$ cat config.mk
export PLATFORM = sky130hd
export DESIGN_NAME = adc_frame_aligner
export DESIGN_NICKNAME = d
export VERILOG_FILES = /design/src/rtl/adc_frame_aligner.sv
export SDC_FILE = /design/constraint.sdc
export NUM_CORES = 1
export LEC_CHECK = 0
export CAP_MARGIN = 30
export CORE_UTILIZATION = 57
export CTS_CLUSTER_DIAMETER = 80
export DETAILED_ROUTE_END_ITERATION = 8
export GPL_TIMING_DRIVEN = 0
export PLACE_DENSITY = 0.81
export SETUP_SLACK_MARGIN = 0.02
export SYNTH_ARGS = -nofsm -noshare
export SYNTH_HDL_FRONTEND = slang
export SYNTH_SLANG_ARGS = --single-unit
$ cat constraint.sdc
create_clock -name clk -period 5.3 [get_ports clk]
set_input_delay 1.59 -clock clk [delete_from_list [all_inputs] [get_ports clk]]
set_output_delay 1.59 -clock clk [all_outputs]
set_load 0.01 [all_outputs]
$ cat src/rtl/adc_frame_aligner.sv
// ADC frame aligner: bit-slipping gearboxes turn per-lane byte streams into
// DATA_WIDTH-bit samples, aligned against the FCO frame pattern.
module adc_frame_aligner #(
    parameter int NUM_CH       = 4,
    parameter int DATA_WIDTH   = 12,
    parameter int LOCK_COUNT   = 4,
    parameter int LOSS_COUNT   = 3,
    parameter int SETTLE_WORDS = 2
) (
    input  logic                         clk,
    input  logic                         rst,
    input  logic [7:0]                   fco_byte,
    input  logic [8*NUM_CH-1:0]          din_bytes,
    input  logic                         realign,
    output logic [DATA_WIDTH*NUM_CH-1:0] des_data,
    output logic                         des_data_valid,
    output logic                         locked,
    output logic [7:0]                   slip_count,
    output logic [15:0]                  frame_err_count,
    output logic                         align_fail
);

    localparam int BW = DATA_WIDTH + 8;
    localparam int NG = NUM_CH + 1;

    localparam logic [DATA_WIDTH-1:0] FCO_EXP =
        {{(DATA_WIDTH/2){1'b1}}, {(DATA_WIDTH/2){1'b0}}};

    localparam logic [4:0] W5      = 5'(DATA_WIDTH);
    localparam logic [3:0] LOCK_N  = 4'(LOCK_COUNT);
    localparam logic [3:0] LOSS_N  = 4'(LOSS_COUNT);
    localparam logic [1:0] SETTLE_N = 2'(SETTLE_WORDS);
    localparam logic [7:0] FAIL_AT = 8'(2 * DATA_WIDTH);

    typedef enum logic [1:0] {
        SEARCH,
        SETTLE,
        VERIFY,
        LOCKED
    } state_t;

    state_t state;
    state_t state_n;

    logic [4:0] fill;
    logic [4:0] app_fill;
    logic [4:0] fill_n;
    logic [4:0] shamt;
    logic       emit;
    logic       slip;
    logic       slip_n;
    logic       do_slip;

    logic [7:0]            byte_in [NG];
    logic [BW-1:0]         gb      [NG];
    logic [BW-1:0]         gb_n    [NG];
    logic [DATA_WIDTH-1:0] word    [NG];

    logic [DATA_WIDTH*NUM_CH-1:0] lane_words;
    logic                         fco_ok;
    logic                         valid_n;

    logic [3:0]  match_cnt;
    logic [3:0]  match_n;
    logic [3:0]  miss_cnt;
    logic [3:0]  miss_n;
    logic [1:0]  settle_cnt;
    logic [1:0]  settle_n;
    logic [7:0]  slip_cnt_n;
    logic [15:0] err_n;
    logic        fail_n;

    // Channel 0 is the FCO gearbox; channels 1..NUM_CH are the data lanes.
    assign byte_in[0] = fco_byte;

    for (genvar n = 0; n < NUM_CH; n++) begin : g_lane
        assign byte_in[n+1] = din_bytes[8*n +: 8];
        assign lane_words[DATA_WIDTH*n +: DATA_WIDTH] = word[n+1];
    end

    // A pending slip drops the oldest buffered bit by shrinking the fill.
    always_comb begin
        app_fill = fill + 5'd8 - {4'd0, slip};
        emit     = app_fill >= W5;
        shamt    = emit ? app_fill - W5 : 5'd0;
        fill_n   = emit ? shamt : app_fill;
    end

    always_comb begin
        for (int c = 0; c < NG; c++) begin
            gb_n[c] = {gb[c][BW-9:0], byte_in[c]};
            word[c] = DATA_WIDTH'(gb_n[c] >> shamt);
        end
    end

    assign fco_ok = word[0] == FCO_EXP;
    assign locked = state == LOCKED;

    always_comb begin
        state_n    = state;
        match_n    = match_cnt;
        miss_n     = miss_cnt;
        settle_n   = settle_cnt;
        slip_cnt_n = slip_count;
        err_n      = frame_err_count;
        fail_n     = align_fail;
        do_slip    = 1'b0;
        slip_n     = 1'b0;
        valid_n    = 1'b0;

        if (emit) begin
            unique case (state)
                SEARCH: begin
                    if (fco_ok) begin
                        match_n = 4'd1;
                        miss_n  = 4'd0;
                        state_n = (LOCK_N == 4'd1) ? LOCKED : VERIFY;
                    end else begin
                        do_slip = 1'b1;
                    end
                end
                SETTLE: begin
                    if (settle_cnt + 2'd1 == SETTLE_N) begin
                        settle_n = 2'd0;
                        state_n  = SEARCH;
                    end else begin
                        settle_n = settle_cnt + 2'd1;
                    end
                end
                VERIFY: begin
                    if (fco_ok) begin
                        match_n = match_cnt + 4'd1;
                        if (match_n == LOCK_N) begin
                            state_n = LOCKED;
                            miss_n  = 4'd0;
                        end
                    end else begin
                        do_slip = 1'b1;
                    end
                end
                LOCKED: begin
                    if (fco_ok) begin
                        miss_n = 4'd0;
                    end else begin
                        if (frame_err_count != 16'hFFFF) begin
                            err_n = frame_err_count + 16'd1;
                        end
                        miss_n = miss_cnt + 4'd1;
                        if (miss_n == LOSS_N) begin
                            state_n    = SEARCH;
                            slip_cnt_n = 8'd0;
                            miss_n     = 4'd0;
                            match_n    = 4'd0;
                        end
                    end
                end
            endcase
        end

        // The slip itself is applied on the following edge.
        if (do_slip) begin
            state_n  = SETTLE;
            settle_n = 2'd0;
            match_n  = 4'd0;
            slip_n   = 1'b1;
            if (slip_count != 8'hFF) begin
                slip_cnt_n = slip_count + 8'd1;
            end
            if (slip_cnt_n == FAIL_AT) begin
                fail_n = 1'b1;
            end
        end

        if (realign) begin
            state_n    = SEARCH;
            match_n    = 4'd0;
            miss_n     = 4'd0;
            settle_n   = 2'd0;
            slip_cnt_n = 8'd0;
            err_n      = frame_err_count;
            fail_n     = align_fail;
            slip_n     = 1'b0;
        end

        valid_n = emit && (state == LOCKED) && (state_n == LOCKED);
    end

    always_ff @(posedge clk) begin
        if (rst) begin
            fill <= 5'd0;
            for (int c = 0; c < NG; c++) begin
                gb[c] <= '0;
            end
        end else begin
            fill <= fill_n;
            for (int c = 0; c < NG; c++) begin
                gb[c] <= gb_n[c];
            end
        end
    end

    always_ff @(posedge clk) begin
        if (rst) begin
            state           <= SEARCH;
            slip            <= 1'b0;
            match_cnt       <= 4'd0;
            miss_cnt        <= 4'd0;
            settle_cnt      <= 2'd0;
            slip_count      <= 8'd0;
            frame_err_count <= 16'd0;
            align_fail      <= 1'b0;
        end else begin
            state           <= state_n;
            slip            <= slip_n;
            match_cnt       <= match_n;
            miss_cnt        <= miss_n;
            settle_cnt      <= settle_n;
            slip_count      <= slip_cnt_n;
            frame_err_count <= err_n;
            align_fail      <= fail_n;
        end
    end

    always_ff @(posedge clk) begin
        if (rst) begin
            des_data       <= '0;
            des_data_valid <= 1'b0;
        end else begin
            des_data_valid <= valid_n;
            if (valid_n) begin
                des_data <= lane_words;
            end
        end
    end

endmodule
==> flow_summary.ini, run 1 <==
[outcome]
status = complete, no violations

[logic_synthesis]
syn_area_um2 = 9790
synth_edf_count = 0
synthesis.nets = 1275
synth_cell_types = 80
ys_seq_elements = 152
syn_avg_cell_area_um2 = 8.03
synth_warnings = 0
yosysSeqAreaShare_pct = 31.1
syn-instance-count = 1219
ys_async_sr_fraction_pct = 0
yosys_most_used_dff = dfxtp_1

[routing]
dr.pass1.iters = 8
vias = 10600
ant_nets = 0
viasPerCell = 6.65
wl_um = 35500
drt_iter0_drc = 1374
avgRoutedWirePerCell_um = 22.2
drc = 0

[global_routing]
antenna_found_initial = 0
grt_pass1_vias = 9903
grt_pass1_wl_um = 54700
grt_remaining_overflow = 0
grt_max_degree = 17
track_usage_pct = 39.9

[critical_path]
rrSetupSlack_ps = 170
crit_slowest_cell = nor3_1
reg2reg_depth = 19
cp_data_arrival_time_ps = 5470
setup.worst_path.end = des_data[1]
endpoint_kind = flop
r2r-end = des_data[1]
r2r-start = fill[0]
critPathKind = reg2reg
worstPathCellList = inv_1 -> ha_1 -> inv_1 -> ha_1 -> fa_1 -> xnor2_2 -> inv_2 -> ha_1 -> and2_1 -> nor2_4 -> inv_2 -> ha_1 -> buf_2 -> buf_2 -> buf_1 -> nor3_1 -> clkbuf_1 -> a32oi_1 -> a211oi_1
crit_start = fill[0]
path_max_fanout = 10
max_stage_delay_ps = 630
startpoint_type = flop
path_common_cell = ha_1
required_ps = 5640

[finish]
stdcell_count = 1599
nets = 1422
fillCellCount = 1413
areaGrowthSynthToFinish_pct = 21.8
layout_common_cells = dfxtp_1 (152), nand2_1 (149), clkdlybuf4s50_1 (116)
antenna_cells = 0
mostFrequentLayoutCell = dfxtp_1
layout-drive-gt1-share_pct = 8.12

[timing]
skew_ps = 12.2
slew_viol_final = 0
rsz0062_at_grt = no
fin_crit_sh_pct = 96.7
hold_viol = 0
fin_crit_ps = 5130
worstMarginPinSlew_ps = 972
setup_tns_ps = 0
slew_headroom_pct = 35.2
finalSetupViolCount = 0
max_clock_freq_mhz = 195

[place]
gp_routability_congestion = 1.04
dpl.cell_count = 1555
portBuffers = 116
hpwl_um = 26600

[cts]
cts_max_path_buffers = 2
h-tree-depth = 4
cts-root-buf = clkbuf_16
cts_tree = done
clk_latency_ps = 440
cts.clk_slew.worst_paths_ps = 60
cts_buffers = 17
cts_sinks = 152

[floorplanning]
dieWidth_um = 133
die_area_um2 = 17700
core_um2 = 16700
ioPinCount = 118
num_rows = 47
start_util_pct = 58.6
die-height_um = 133

[job]
max-cap-violations = 0

[min_path]
hp-class = reg2reg
==> worst max-delay path, delay by kind of cell (launching register included) <==
family / cells / cell delay [ps]
AO/OA/AOI/OAI: 2 / 550
XOR/XNOR: 1 / 230
adder cells (fa/ha/maj): 5 / 1270
buffers and inverters: 8 / 1710
flip-flops: 1 / 300
AND/OR/NAND/NOR: 3 / 970
==> timing repair <==
item / in CTS / in global routing
hold buffers: 0 / 0
setup endpoints to repair: 59 / 79
buffers inserted: 0 / 12
resized for setup: 7 / 5
pin swaps: 0 / 6
==> state kept, by name, indices dropped and copies added, names as in the netlist <==
signal and count:
fill 5, slip 1, slip_count 8, state 2
match_cnt 4, settle_cnt 2, align_fail 1, miss_cnt 4
gb 60, des_data_valid 1, des_data 48, frame_err_count 16
==> cell families after synthesis <==
logic type                 count (synthesis)  share of synthesized area, %
muxes                                    118                          13.2
and+or+nand+nor                          480                          25.1
adders and majority gates                 13                          1.74
DFF                                      152                          31.1
AOI/OAI and AO/OA                        320                          22.8
buffers and inverters                    126                          5.11
xor gates and xnor gates                  10                         0.971
==> area by class of cell <==
| class | count | area, um2 | area share [%] |
|---|---|---|---|
| Tap cell | 220 | 275 | 2.31 |
| Sequential cell | 152 | 3040 | 25.5 |
| Buffer | 96 | 393 | 3.29 |
| Timing Repair Buffer | 128 | 1250 | 10.5 |
| Multi-Input combinational cell | 941 | 6290 | 52.7 |
| Clock buffer | 21 | 440 | 3.69 |
| Inverter | 30 | 113 | 0.944 |
| Clock inverter | 11 | 125 | 1.05 |
==> per-stage QoR <==
stage / area [um2] / utilization, % / hold WS, ps / setup slack [ps]
after floorplan: 9790 / - / 404 / 811
after global placement: 11200 / 67.2 / 419 / -197
after detailed placement: 11200 / 67.2 / 422 / -227
after CTS: 11800 / 70.8 / 432 / 56.8
after global routing: 11900 / 71.5 / 461 / 4.72
final: 11900 / 71.5 / 427 / 175
==> Yosys cell counts (5+ instances only) <==
master    number  area share (%)
a22oi_1        9            0.69
mux4_2         8             1.8
nor3_1        22             1.1
nor2b_1       69             4.4
nor2_1        73             2.8
mux2_2        10             1.1
and3_1        46             2.9
o21ai_0       33             1.7
a221oi_1      10            0.89
clkbuf_1      66             2.5
buf_2         16            0.82
nand2_1      149             5.7
a211o_1        7            0.63
and2_1        13            0.83
a311oi_1      10            0.89
a31oi_1       22             1.4
dfxtp_1      152              31
mux2i_1      100              10
a32oi_1        8            0.72
a21oi_1       91             4.7
buf_1         12            0.46
o32ai_1        5            0.45
ha_1          12             1.5
nand3_1       29             1.5
xor2_1         5            0.45
o22ai_1       15            0.96
a211oi_1      45             3.4
nand3b_1      24             1.8
inv_1         26             1.0
nand4_1       10            0.64
or3_1         11            0.70
o211ai_1       6            0.46
nand2b_1       9            0.57
o31ai_1       15             1.1
==> routing by layer <==
metal  part of all wire [%]  routed length, um  GRT usage (%)
met2                     46              16300           64.2
met5                      0                  0              0
met4                    4.8               1720           20.4
met3                     10               3590           8.74
met1                     39              13800           50.1
==> how the worst min path moves through the flow <==
stage | from | to | slack, ps | cells past startpoint
6_report | settle_cnt[1] | settle_cnt[1] | 430 | 2
5_1_grt | settle_cnt[1] | settle_cnt[1] | 460 | 2
4_1_cts | settle_cnt[1] | settle_cnt[1] | 430 | 2
3_5_place_dp | settle_cnt[1] | settle_cnt[1] | 420 | 2
3_3_place_gp | settle_cnt[1] | settle_cnt[1] | 420 | 2
2_1_floorplan | settle_cnt[1] | settle_cnt[1] | 400 | 2
Power of run 1 is left out: the tool's default activity adds up to more than one toggle a clock period on the data nets, which glitch-free logic cannot reach.
==> run 2: changes to the inputs <==
--- a/config.mk
+++ b/config.mk
@@ -6,11 +6,11 @@
 export NUM_CORES = 1
 export LEC_CHECK = 0
 export CAP_MARGIN = 30
-export CORE_UTILIZATION = 57
+export CORE_UTILIZATION = 50
 export CTS_CLUSTER_DIAMETER = 80
 export DETAILED_ROUTE_END_ITERATION = 8
 export GPL_TIMING_DRIVEN = 0
-export PLACE_DENSITY = 0.81
+export PLACE_DENSITY = 0.73
 export SETUP_SLACK_MARGIN = 0.02
 export SYNTH_ARGS = -nofsm -noshare
 export SYNTH_HDL_FRONTEND = slang
==> flow_summary.ini, run 2 (same netlist as run 1, synthesis figures left out) <==
[timing]
hold_viol = 0
max_clock_freq_mhz = 196
timing.hold.ws_ps = 426
setup_tns_ps = 0
slew_viol_final = 0
fin_crit_ps = 5090
slew_headroom_pct = 29.6
rsz0062_at_grt = no
skew_ps = 12.5
fin_crit_sh_pct = 96.1
worstMarginPinSlew_ps = 1050
finalSetupViolCount = 0

[finish]
final_core_util_pct = 63.3
largest_register = gb
nets = 1420
layout_common_cells = dfxtp_1 (152), nand2_1 (149), clkdlybuf4s50_1 (116)
mostFrequentLayoutCell = dfxtp_1
areaGrowthSynthToFinish_pct = 22.5
stdcell_count = 1637
largest_registers = gb: 60 flops, des_data: 48 flops, frame_err_count: 16 flops
layout-drive-gt1-share_pct = 8.13
largest_reg_flops = 60
antenna_cells = 0

[floorplanning]
ioPinCount = 118
num_rows = 50
die-height_um = 142
core_um2 = 19000
dieWidth_um = 142
die_area_um2 = 20200
start_util_pct = 51.7

[routing]
viasPerCell = 6.40
drt_iter0_drc = 1247
avgRoutedWirePerCell_um = 21.0
wl_um = 34400
ant_nets = 0
vias = 10500
drc = 0
dr.pass1.iters = 6

[critical_path]
cp_num_buf_inv = 9
endpoint_kind = flop
rrSetupSlack_ps = 210
critPathKind = reg2reg
crit_slowest_cell = clkbuf_1
worstPathCellList = inv_1 -> ha_1 -> inv_1 -> ha_1 -> fa_1 -> xnor2_2 -> inv_2 -> a21boi_4 -> buf_4 -> buf_4 -> a21oi_2 -> buf_4 -> clkbuf_1 -> clkbuf_1 -> clkbuf_1 -> a31oi_1 -> mux2i_1 -> mux2i_1 -> a221oi_1 -> nor3_1
path_delay_family = buffers and inverters
required_ps = 5600
max_stage_delay_ps = 590
cp_data_arrival_time_ps = 5390
path_max_fanout = 10
startpoint_type = flop

[cts]
cts_max_path_buffers = 2
cts_tree = done
cts-root-buf = clkbuf_16
cts_buffers = 17
cts.clk_slew.worst_paths_ps = 70
cts_sinks = 152
clk_latency_ps = 440
h-tree-depth = 4

[place]
hpwl_um = 25600
portBuffers = 116
dpl.cell_count = 1595
gp_routability_congestion = 1.08

[min_path]
hp-class = reg2reg

[global_routing]
grt_max_degree = 17
track_usage_pct = 34.4
grt_remaining_overflow = 0
antenna_found_initial = 0
grt_pass1_wl_um = 53300
grt_pass1_vias = 9588

[outcome]
status = complete, no violations

[job]
max-cap-violations = 0
==> run 2: worst register-to-register path, stage by stage (launching register included) <==
cell,delay (ps)
dfxtp_1,300
inv_1,50
ha_1,130
inv_1,40
ha_1,230
fa_1,420
xnor2_2,160
inv_2,100
a21boi_4,90
buf_4,150
buf_4,130
a21oi_2,310
buf_4,270
clkbuf_1,450
clkbuf_1,470
clkbuf_1,590
a31oi_1,300
mux2i_1,280
mux2i_1,110
a221oi_1,270
nor3_1,80
==> run 2: path summary, 6_finish.rpt <==
| path | from | to | depth (start not counted) |
|---|---|---|---|
| max | fill[0] | des_data[15] | 20 |
| min | settle_cnt[1] | settle_cnt[1] | 2 |
| max reg2reg | fill[0] | des_data[15] | 20 |
| min reg2reg | settle_cnt[1] | settle_cnt[1] | 2 |
==> run 2: area by class of cell <==
| type | instances | area (um2) |
|---|---|---|
| fillers | 1720 | 6960 |
| multi-input cells | 941 | 6280 |
| flip-flops and latches | 152 | 3040 |
| repair buffers | 126 | 1240 |
| clock buffers | 17 | 425 |
| plain buffers | 96 | 393 |
| well taps | 260 | 325 |
| clock inverters | 15 | 184 |
| inverters | 30 | 113 |
==> run 2: metrics by stage <==
step	cell area, um2	setup WS, ps
2_1_floorplan	9790	811
3_3_place_gp	11300	-149
3_5_place_dp	11300	-170
4_1_cts	11900	35.2
5_1_grt	12000	20.0
6_report	12000	208
==> run 2: layer usage <==
metal | GRT usage (%) | part of all wire (%) | up-vias
li1 | - | - | 4774
met1 | 46.1 | 41 | 4893
met2 | 53.6 | 44 | 682
met3 | 7.00 | 11 | 121
met4 | 14.9 | 3.8 | 0
met5 | 0 | 0 | -
==> run 2: what timing repair did <==
action | CTS | global route
hold buffers | 0 | 0
endpoints found under the setup margin | 55 | 77
pin swaps | 0 | 4
gates resized for setup | 8 | 3
cloned | 0 | 0
setup buffers | 0 | 10
Power of run 2 is left out for the same reason.
